--- config.mk ---
export PLATFORM = sky130hd
export DESIGN_NAME = unit_weight_mac_flat
export DESIGN_NICKNAME = d
export VERILOG_FILES = /design/src/rtl/unit_weight_mac_if.sv /design/src/rtl/unit_weight_mac.sv /design/src/flat_wrapper.sv
export SDC_FILE = /design/constraint.sdc
export NUM_CORES = 1
export LEC_CHECK = 0
export BUFFER_PORTS_ARGS = -buffer_cell sky130_fd_sc_hd__buf_2
export CAP_MARGIN = 20
export CORE_MARGIN = 5
export CORE_UTILIZATION = 58
export DETAILED_ROUTE_END_ITERATION = 12
export PLACE_DENSITY = 0.76
export SYNTH_ARGS = -nofsm -noshare
export SYNTH_HDL_FRONTEND = slang
export SYNTH_SLANG_ARGS = --single-unit
--- constraint.sdc ---
create_clock -name clk -period 6.95 [get_ports clk]
set_input_delay 1.39 -clock clk [delete_from_list [all_inputs] [get_ports clk]]
set_output_delay 1.39 -clock clk [all_outputs]
set_load 0.05 [all_outputs]
--- src/rtl/unit_weight_mac_if.sv ---
// unit_weight_mac_if
//   Bundles the signals between the RAM read driver and the weight MAC block.
//   master modport: the read driver. It drives the weight write strobes, wdata,
//                   sum_trigger and layer_in, and it observes busy, done and
//                   unit_out.
//   slave modport:  unit_weight_mac, which sees the same signals with the
//                   directions reversed.
//   Signals:
//     write, unit_sel[2:0], unit_address[2:0], wdata[DATA_W]
//                   weight load strobe, row/column index and weight word
//     sum_trigger   start-computation pulse
//     layer_in      packed signed inputs; element k is [k*DATA_W +: DATA_W]
//     busy, done    computation in progress / one-cycle completion pulse
//     unit_out      packed signed results; unit u is [u*ACC_W +: ACC_W]
interface unit_weight_mac_if #(
  parameter int DATA_W    = 8,
  parameter int NUM_UNITS = 4,
  parameter int DEPTH     = 4,
  parameter int ACC_W     = 18
);
  logic                         write;
  logic [2:0]                   unit_sel;
  logic [2:0]                   unit_address;
  logic [DATA_W-1:0]            wdata;
  logic                         sum_trigger;
  logic [DEPTH*DATA_W-1:0]      layer_in;
  logic                         busy;
  logic                         done;
  logic [NUM_UNITS*ACC_W-1:0]   unit_out;

  modport master (
    output write, unit_sel, unit_address, wdata, sum_trigger, layer_in,
    input  busy, done, unit_out
  );

  modport slave (
    input  write, unit_sel, unit_address, wdata, sum_trigger, layer_in,
    output busy, done, unit_out
  );
endinterface

--- src/rtl/unit_weight_mac.sv ---
// unit_weight_mac
//   Weight bank plus parallel signed MAC for NUM_UNITS neuron units.
//   - Weights are loaded one word at a time while the block is idle.
//   - sum_trigger captures layer_in. Each unit then accumulates one product
//     term per clock for DEPTH clocks.
//   - The results are then loaded into unit_out together with a one-cycle
//     done pulse.
//   Ports:
//     clk    rising-edge system clock
//     reset  synchronous, active-low reset
//     bus    unit_weight_mac_if.slave (write/unit_sel/unit_address/wdata,
//            sum_trigger/layer_in in; busy/done/unit_out out)
//   Optional build macro:
//     UNIT_RELU_EN  when defined, negative results are clamped to zero as
//                   they are loaded into unit_out. Accumulation and timing
//                   are the same in both builds.
module unit_weight_mac #(
  parameter int DATA_W    = 8,
  parameter int NUM_UNITS = 4,
  parameter int DEPTH     = 4,
  parameter int ACC_W     = 18
) (
  input  logic                 clk,
  input  logic                 reset,
  unit_weight_mac_if.slave     bus
);

  localparam int KW = (DEPTH > 1) ? $clog2(DEPTH) : 1;

  localparam logic [1:0] S_IDLE = 2'd0;
  localparam logic [1:0] S_MAC  = 2'd1;
  localparam logic [1:0] S_DONE = 2'd2;

  logic [1:0]                  state;
  logic [KW-1:0]               k;
  logic                        done_q;
  logic [NUM_UNITS*ACC_W-1:0]  out_q;

  logic signed [DATA_W-1:0]    bank [NUM_UNITS][DEPTH];
  logic signed [DATA_W-1:0]    x    [DEPTH];
  logic signed [ACC_W-1:0]     acc  [NUM_UNITS];

  logic signed [2*DATA_W-1:0]  x_ext;
  logic signed [2*DATA_W-1:0]  w_ext [NUM_UNITS];
  logic signed [2*DATA_W-1:0]  prod  [NUM_UNITS];
  logic signed [ACC_W-1:0]     term  [NUM_UNITS];

  function automatic logic signed [ACC_W-1:0] out_map(input logic signed [ACC_W-1:0] v);
`ifdef UNIT_RELU_EN
    return v[ACC_W-1] ? '0 : v;
`else
    return v;
`endif
  endfunction

  // Operands are widened to the full product width before multiplying, so
  // the product is exact. It is then sign-extended to the accumulator width.
  always_comb begin
    x_ext = (2*DATA_W)'(x[k]);
    for (int unsigned u = 0; u < NUM_UNITS; u++) begin
      w_ext[u] = (2*DATA_W)'(bank[u][k]);
      prod[u]  = w_ext[u] * x_ext;
      term[u]  = ACC_W'(prod[u]);
    end
  end

  always_ff @(posedge clk) begin
    if (!reset) begin
      state  <= S_IDLE;
      k      <= '0;
      done_q <= 1'b0;
      out_q  <= '0;
      for (int unsigned u = 0; u < NUM_UNITS; u++) begin
        acc[u] <= '0;
        for (int unsigned d = 0; d < DEPTH; d++) bank[u][d] <= '0;
      end
      for (int unsigned d = 0; d < DEPTH; d++) x[d] <= '0;
    end else begin
      done_q <= 1'b0;
      case (state)
        S_IDLE: begin
          // Out-of-range indices match no entry, so those writes fall away.
          // A write on the trigger edge is visible to the computation,
          // because the first term is read one edge later.
          if (bus.write) begin
            for (int unsigned u = 0; u < NUM_UNITS; u++)
              for (int unsigned d = 0; d < DEPTH; d++)
                if (bus.unit_sel == 3'(u) && bus.unit_address == 3'(d))
                  bank[u][d] <= bus.wdata;
          end
          if (bus.sum_trigger) begin
            for (int unsigned d = 0; d < DEPTH; d++)
              x[d] <= bus.layer_in[d*DATA_W +: DATA_W];
            for (int unsigned u = 0; u < NUM_UNITS; u++) acc[u] <= '0;
            k     <= '0;
            state <= S_MAC;
          end
        end
        S_MAC: begin
          for (int unsigned u = 0; u < NUM_UNITS; u++) acc[u] <= acc[u] + term[u];
          k <= k + 1'b1;
          if (k == KW'(DEPTH - 1)) state <= S_DONE;
        end
        S_DONE: begin
          for (int unsigned u = 0; u < NUM_UNITS; u++)
            out_q[u*ACC_W +: ACC_W] <= out_map(acc[u]);
          done_q <= 1'b1;
          state  <= S_IDLE;
        end
        default: state <= S_IDLE;
      endcase
    end
  end

  assign bus.busy     = (state != S_IDLE);
  assign bus.done     = done_q;
  assign bus.unit_out = out_q;

endmodule
--- src/flat_wrapper.sv ---
// flat-port wrapper written by rule: the top's interface ports become plain ports
module unit_weight_mac_flat 
#(
  parameter int DATA_W    = 8,
  parameter int NUM_UNITS = 4,
  parameter int DEPTH     = 4,
  parameter int ACC_W     = 18
)
  (clk, reset, bus_write, bus_unit_sel, bus_unit_address, bus_wdata, bus_sum_trigger, bus_layer_in, bus_busy, bus_done, bus_unit_out);
  unit_weight_mac_if #(.DATA_W(DATA_W), .NUM_UNITS(NUM_UNITS), .DEPTH(DEPTH), .ACC_W(ACC_W)) bus_i ();
  input  logic clk;
  input  logic reset;
  input wire logic [$bits(bus_i.write)-1:0] bus_write;
  input wire logic [$bits(bus_i.unit_sel)-1:0] bus_unit_sel;
  input wire logic [$bits(bus_i.unit_address)-1:0] bus_unit_address;
  input wire logic [$bits(bus_i.wdata)-1:0] bus_wdata;
  input wire logic [$bits(bus_i.sum_trigger)-1:0] bus_sum_trigger;
  input wire logic [$bits(bus_i.layer_in)-1:0] bus_layer_in;
  output wire logic [$bits(bus_i.busy)-1:0] bus_busy;
  output wire logic [$bits(bus_i.done)-1:0] bus_done;
  output wire logic [$bits(bus_i.unit_out)-1:0] bus_unit_out;
  assign bus_i.write = bus_write;
  assign bus_i.unit_sel = bus_unit_sel;
  assign bus_i.unit_address = bus_unit_address;
  assign bus_i.wdata = bus_wdata;
  assign bus_i.sum_trigger = bus_sum_trigger;
  assign bus_i.layer_in = bus_layer_in;
  assign bus_busy = bus_i.busy;
  assign bus_done = bus_i.done;
  assign bus_unit_out = bus_i.unit_out;
  unit_weight_mac #(.DATA_W(DATA_W), .NUM_UNITS(NUM_UNITS), .DEPTH(DEPTH), .ACC_W(ACC_W)) u_core (.clk(clk), .reset(reset), .bus(bus_i));
endmodule
Word-level counts from Yosys, hierarchy flattened
Memory sizes are Yosys's and may differ from the RTL's. A register that Yosys moved wholly into a read port is not among the register bits.
Cells that the tools add are included.
Storage, ports and cells
  flip-flop bits (word level): 77
  RAM bits: 232
  bits of input ports: 50
  output and inout port bits: 74
  logic and storage cells: 216
  memories: 3
Memory list
  u_core.bank: words 4, bits a word 32, rd ports 4, clocked after memory_dff 0, write ports 4, line unit_weight_mac.sv:39  | logic signed [DATA_W-1:0] bank [NUM_UNITS][DEPTH];
  u_core.acc: words 4, bits a word 18, rd ports 4, clocked after memory_dff 0, write ports 4, line unit_weight_mac.sv:41  | logic signed [ACC_W-1:0] acc [NUM_UNITS];
  u_core.x: words 4, bits a word 8, rd ports 1, clocked after memory_dff 1, write ports 4, line unit_weight_mac.sv:40  | logic signed [DATA_W-1:0] x [DEPTH];
Cells by class
  add/sub/neg operators: 5
  multiply operators: 4
  order comparisons: 1
  eq/ne operators: 11
  mux-type cells: 136
  bitwise gates (word level): 29
  reduce and logical (&&, ||, !) cells: 23
Operators with widths (number)
  two-way mux 8 bit: 28
  two-way mux 18 bit: 8
  two-way mux 1 bit: 89
  adder 18 x 16 -> 18 bit: 4
  binary-select mux 8 bit (select 2 bit): 4
  multiplier 8 x 8 -> 16 bit: 4
  OR 1 bit: 28
  logical AND 1 bit: 16
  == test 3 x 2 -> 1 bit, second input constant: 4
  two-way mux 2 bit: 5
  one-hot mux 2 bit (2 select lines): 2
  == test 3 x 1 -> 1 bit, second input constant: 2
  zero test 3 bit: 2
  == test 2 bit, second input constant: 2
  AND reduction 2 bit: 2
  nonzero test 2 bit: 2
  >= comparator 3 bit, second input constant: 1
  inverter 2 -> 3 bit: 1
  adder 2 x 1 -> 2 bit, second input constant: 1
  == test 2 x 1 -> 1 bit, second input constant: 1
  zero test 2 bit: 1
  != test 2 x 1 -> 1 bit, second input constant: 1
  != test 2 bit, second input constant: 1

Logic depth before layout (Yosys ltp)
  depth after elaboration: 8
  gate-level depth with buffers: 26
  gate-level depth less buffers: 23

Worst setup path before layout
No wires, ideal clock.
  kind: register to register
  start point: register with a tool-made name
  end point: memory u_core.acc[1][16], data pin
  library setup time: 259 ps
  data arrival time: 5529 ps
  required time: 6691 ps
  setup slack: 1162 ps
  cell stages (with the launch flop): 18
  buffers on the path: 2
  period minus slack after synthesis: 5788 ps
  path through: dfxtp_1 > buf_2 > mux4_2 > clkbuf_1 > and2_1 > inv_1 > fa_1 > inv_1 > fa_1 > fa_1 > fa_1 > fa_1 > ha_1 > o21ai_1 > a21boi_1 > o41a_1 > a31o_2 > a211o_1
RTL lines (line)
  end: declaration: unit_weight_mac.sv:41

==> impl_metrics.ini <==
[worst_setup_path]
data_required_time_at_the_worst_endpoint_ns = 7.25
critPathArrivalTime_ns = 6.77
timing.critical_path.max_delay_family = adder cells
crit_end_element = flip-flop
crit_chain = mux2i_1 -> nand2_1 -> o21a_1 -> nand2_1 -> fa_1 -> inv_1 -> fa_1 -> fa_1 -> fa_1 -> ha_1 -> ha_1 -> a21o_1 -> or4_1 -> nor3_2 -> o31ai_1 -> a21oi_1 -> xor2_1 -> nor2_1
reg2reg_to = u_core.acc[1][15]
timing.critical_path.slowest_cell_delay_ns = 0.83
worst_r2r_path_depth = 18
cp.depth = 18
timing.critical_path.slowest_stage_cell = o21a_1
critical_path.most_common_cell = fa_1
critical_path.n_buffers_inverters = 1
critical_path_peak_fanout = 22
crit_end = u_core.acc[1][15]
worst-setup-path-type = flip-flop to flip-flop
r2r_slack_ns = 0.48
setup.worst_path.start_class = flip-flop

[global_route]
globalRoute.totalOverflow = 0
grt_antenna_before_repair = 0
first_global_vias = 17654
grt_usage_pct = 24.6
grt_max_degree = 115
grt_first_pass_wirelength_mm = 92.3

[final_layout]
layout_common_cells = 351 x inv_1, 320 x fa_1, 272 x nand2_1
mostFrequentLayoutCell = inv_1
areaGrowthSynthToFinish_pct = 10.2
insertedDiodeCount = 0
final_layout_size_suffix_gt1_share_pct = 11.3
nFillCells = 3330
final_nets = 2955

[route]
route.final.wire_length_mm = 56.1
post_route_drc_violation_count = 0
drt-wirelength-per-cell_um = 18.5
drtIter0Drc = 1158
detail_route.vias_per_cell = 5.42
drtPass1Iterations = 5
detail-route-antenna-nets = 0
detailroute.via_count = 16403

[sta]
finClkSkew_ns = 0.0302
clock.fmax_mhz = 155
report.final.setup_viol = 0
final.setup.tns_ns = 0
min_period_ns = 6.47
worst_slew_margin_relative_to_its_limit_pct = 29.2
slew_limit_fails = 0
tightestPinTransition_ns = 1.06
final_hold_viol_count = 0
layout_worst_path_cycle_share_pct = 93.1
rsz_0062_raised_after_global_routing = no

[clock_network]
cts_hold_buffers = 0
cts_buffers = 35
setup_buffers_after_cts = 0
cts_root_buffer = clkbuf_16
cts.path.max_buffers = 3
cts.sink_count = 311
worst_setup_hold_path_clk_slew_ns = 0.06
h-tree-depth = 2
worstSkewPairLatency_ns = 0.56
cts_tree = done
cts-resized-gates = 0

[synth]
avg_synthesized_cell_area_um2 = 10.9
postSynth.asyncResetShare_pct = 0
synth-warning-count = 0
post_synth_main_area_contributors = edfxtp_1 26%, fa_1 26%, ha_1 8.5%, dfxtp_1 7.8%, inv_1 5.3%
prevailing_post_synth_register_cell = edfxtp_1
synth.cell_area_um2 = 25000
synth-seq-area-share_pct = 33.5
post-synth-top-area-fraction_pct = 25.7
syn_nets = 2831
postSynthCellCount = 2292
number_of_synthesized_flops_with_an_enable_pin = 214
yosys_register_bits = 311
ys_types = 69
synth.largest_area_cell = edfxtp_1

[pwr]
power.ir.vdd_worst_v = 0.000265
powerDensity_nw_per_um2 = 401
total_leakage_power_uw = 0.0126
total_design_power_uw = 11000

[floorplan]
floorplan.die_area_um2 = 47400
die_height_um = 218
design.core.area_um2 = 42900
core.rowCount = 76
num_io_pins = 124
floorplan.initialDensity_pct = 58.3
die-width_um = 218

[flow_run]
max_cap_viols = 0

[placed_design]
io_buffers = 123
dpl.hpwl_mm = 42.8
gpl.final_weighted_congestion = 0.892

[outcome]
status = complete, no violations

[worst_hold_path]
min_path_type = flip-flop to flip-flop
[synth_stat cells (all sizes together), types with 4 or more instances]
| library cell | number |
|---|---|
| xnor2 | 49 |
| nand3 | 7 |
| ha | 169 |
| a22oi | 9 |
| a21oi | 21 |
| nor2 | 147 |
| o21a | 16 |
| a21o | 8 |
| or3 | 6 |
| and3 | 20 |
| mux2i | 15 |
| o211ai | 4 |
| fa | 320 |
| mux4 | 26 |
| a21boi | 74 |
| buf | 17 |
| a211oi | 6 |
| o21ai | 48 |
| o21bai | 5 |
| inv | 351 |
| nor3 | 19 |
| nor4 | 4 |
| nand2b | 13 |
| nor2b | 16 |
| clkbuf | 64 |
| xor2 | 19 |
| nand2 | 274 |
| mux2 | 14 |
| and2 | 194 |
| edfxtp | 214 |
| dfxtp | 97 |
| a31oi | 5 |
[worst min-delay path by stage]
stage | end | from | slack [ns] | cells past startpoint
final | u_core.bus.unit_out[59] | u_core.bus.unit_out[59] | 0.46 | 2
after global routing | u_core.bus.unit_out[6] | u_core.bus.unit_out[6] | 0.49 | 2
after CTS | u_core.bus.unit_out[32] | u_core.bus.unit_out[32] | 0.47 | 2
after detailed placement | u_core.bus.unit_out[32] | u_core.bus.unit_out[32] | 0.46 | 2
after global placement | u_core.bus.unit_out[13] | u_core.bus.unit_out[13] | 0.45 | 2
after floorplan | u_core.bus.unit_out[41] | u_core.acc[2][5] | 0.45 | 2
[metal layers]
| metal | vias up | track usage [%] | part of all wire, % |
|---|---|---|---|
| met5 | - | 0 | 0 |
| met2 | 542 | 39.7 | 48 |
| met3 | 123 | 5.73 | 7.9 |
| met4 | 0 | 7.79 | 3.2 |
| li1 | 7596 | - | - |
| met1 | 8142 | 33.6 | 41 |
[stage by stage]
stage	setup slack, ns	std cells	utilization (%)	instance area [um^2]	hold WS, ns
finish	0.483	3027	64.2	27500	0.460
global route	0.151	3027	64.2	27500	0.487
CTS	0.613	3024	64.2	27500	0.466
detailed placement	0.608	2961	61.5	26400	0.458
global placement	0.751	2959	61.4	26300	0.449
floorplan	1.16	2292	-	25000	0.454
[sequential cells by signal, indices dropped and copies added, names as in the netlist, named ones only]
signal               flops
u_core.bank            128
u_core.acc              72
u_core.bus.unit_out     72
u_core.x                32
u_core.k                 2
u_core.state             2
u_core.bus.done          1
[report_power, final]
part	switching (uW)	internal [uW]	total (uW)	leakage, uW
logic	3710	3070	6770	0.00901
registers	158	2210	2360	0.00306
clock network	770	1140	1910	0.000569
[cell families after synthesis]
| group | synth area share, % |
|---|---|
| fa+ha+maj | 34.1 |
| compound gates | 6.04 |
| flops | 33.5 |
| mux | 3.57 |
| xor+xnor | 2.38 |
| simple gates | 13.9 |
| buf+inv | 6.59 |
[layout make-up]
cell class / instances / area (um^2) / share of cell area, %
multi-input cells: 1549 / 15000 / 54.4
clock inverters: 16 / 196 / 0.713
repair buffers: 168 / 958 / 3.48
inverters: 351 / 1320 / 4.78
clock buffers: 47 / 972 / 3.53
well taps: 585 / 732 / 2.66
flip-flops and latches: 311 / 8370 / 30.4
[tightest hold or removal path: cells and delay by family, from the launching register on]
kind | cells | cell delay, ns
flip-flops | 1 | 0.30
AO/OA/AOI/OAI | 1 | 0.06
AND/OR/NAND/NOR | 1 | 0.04
No activity file was read; power rests on OpenSTA's default activity.
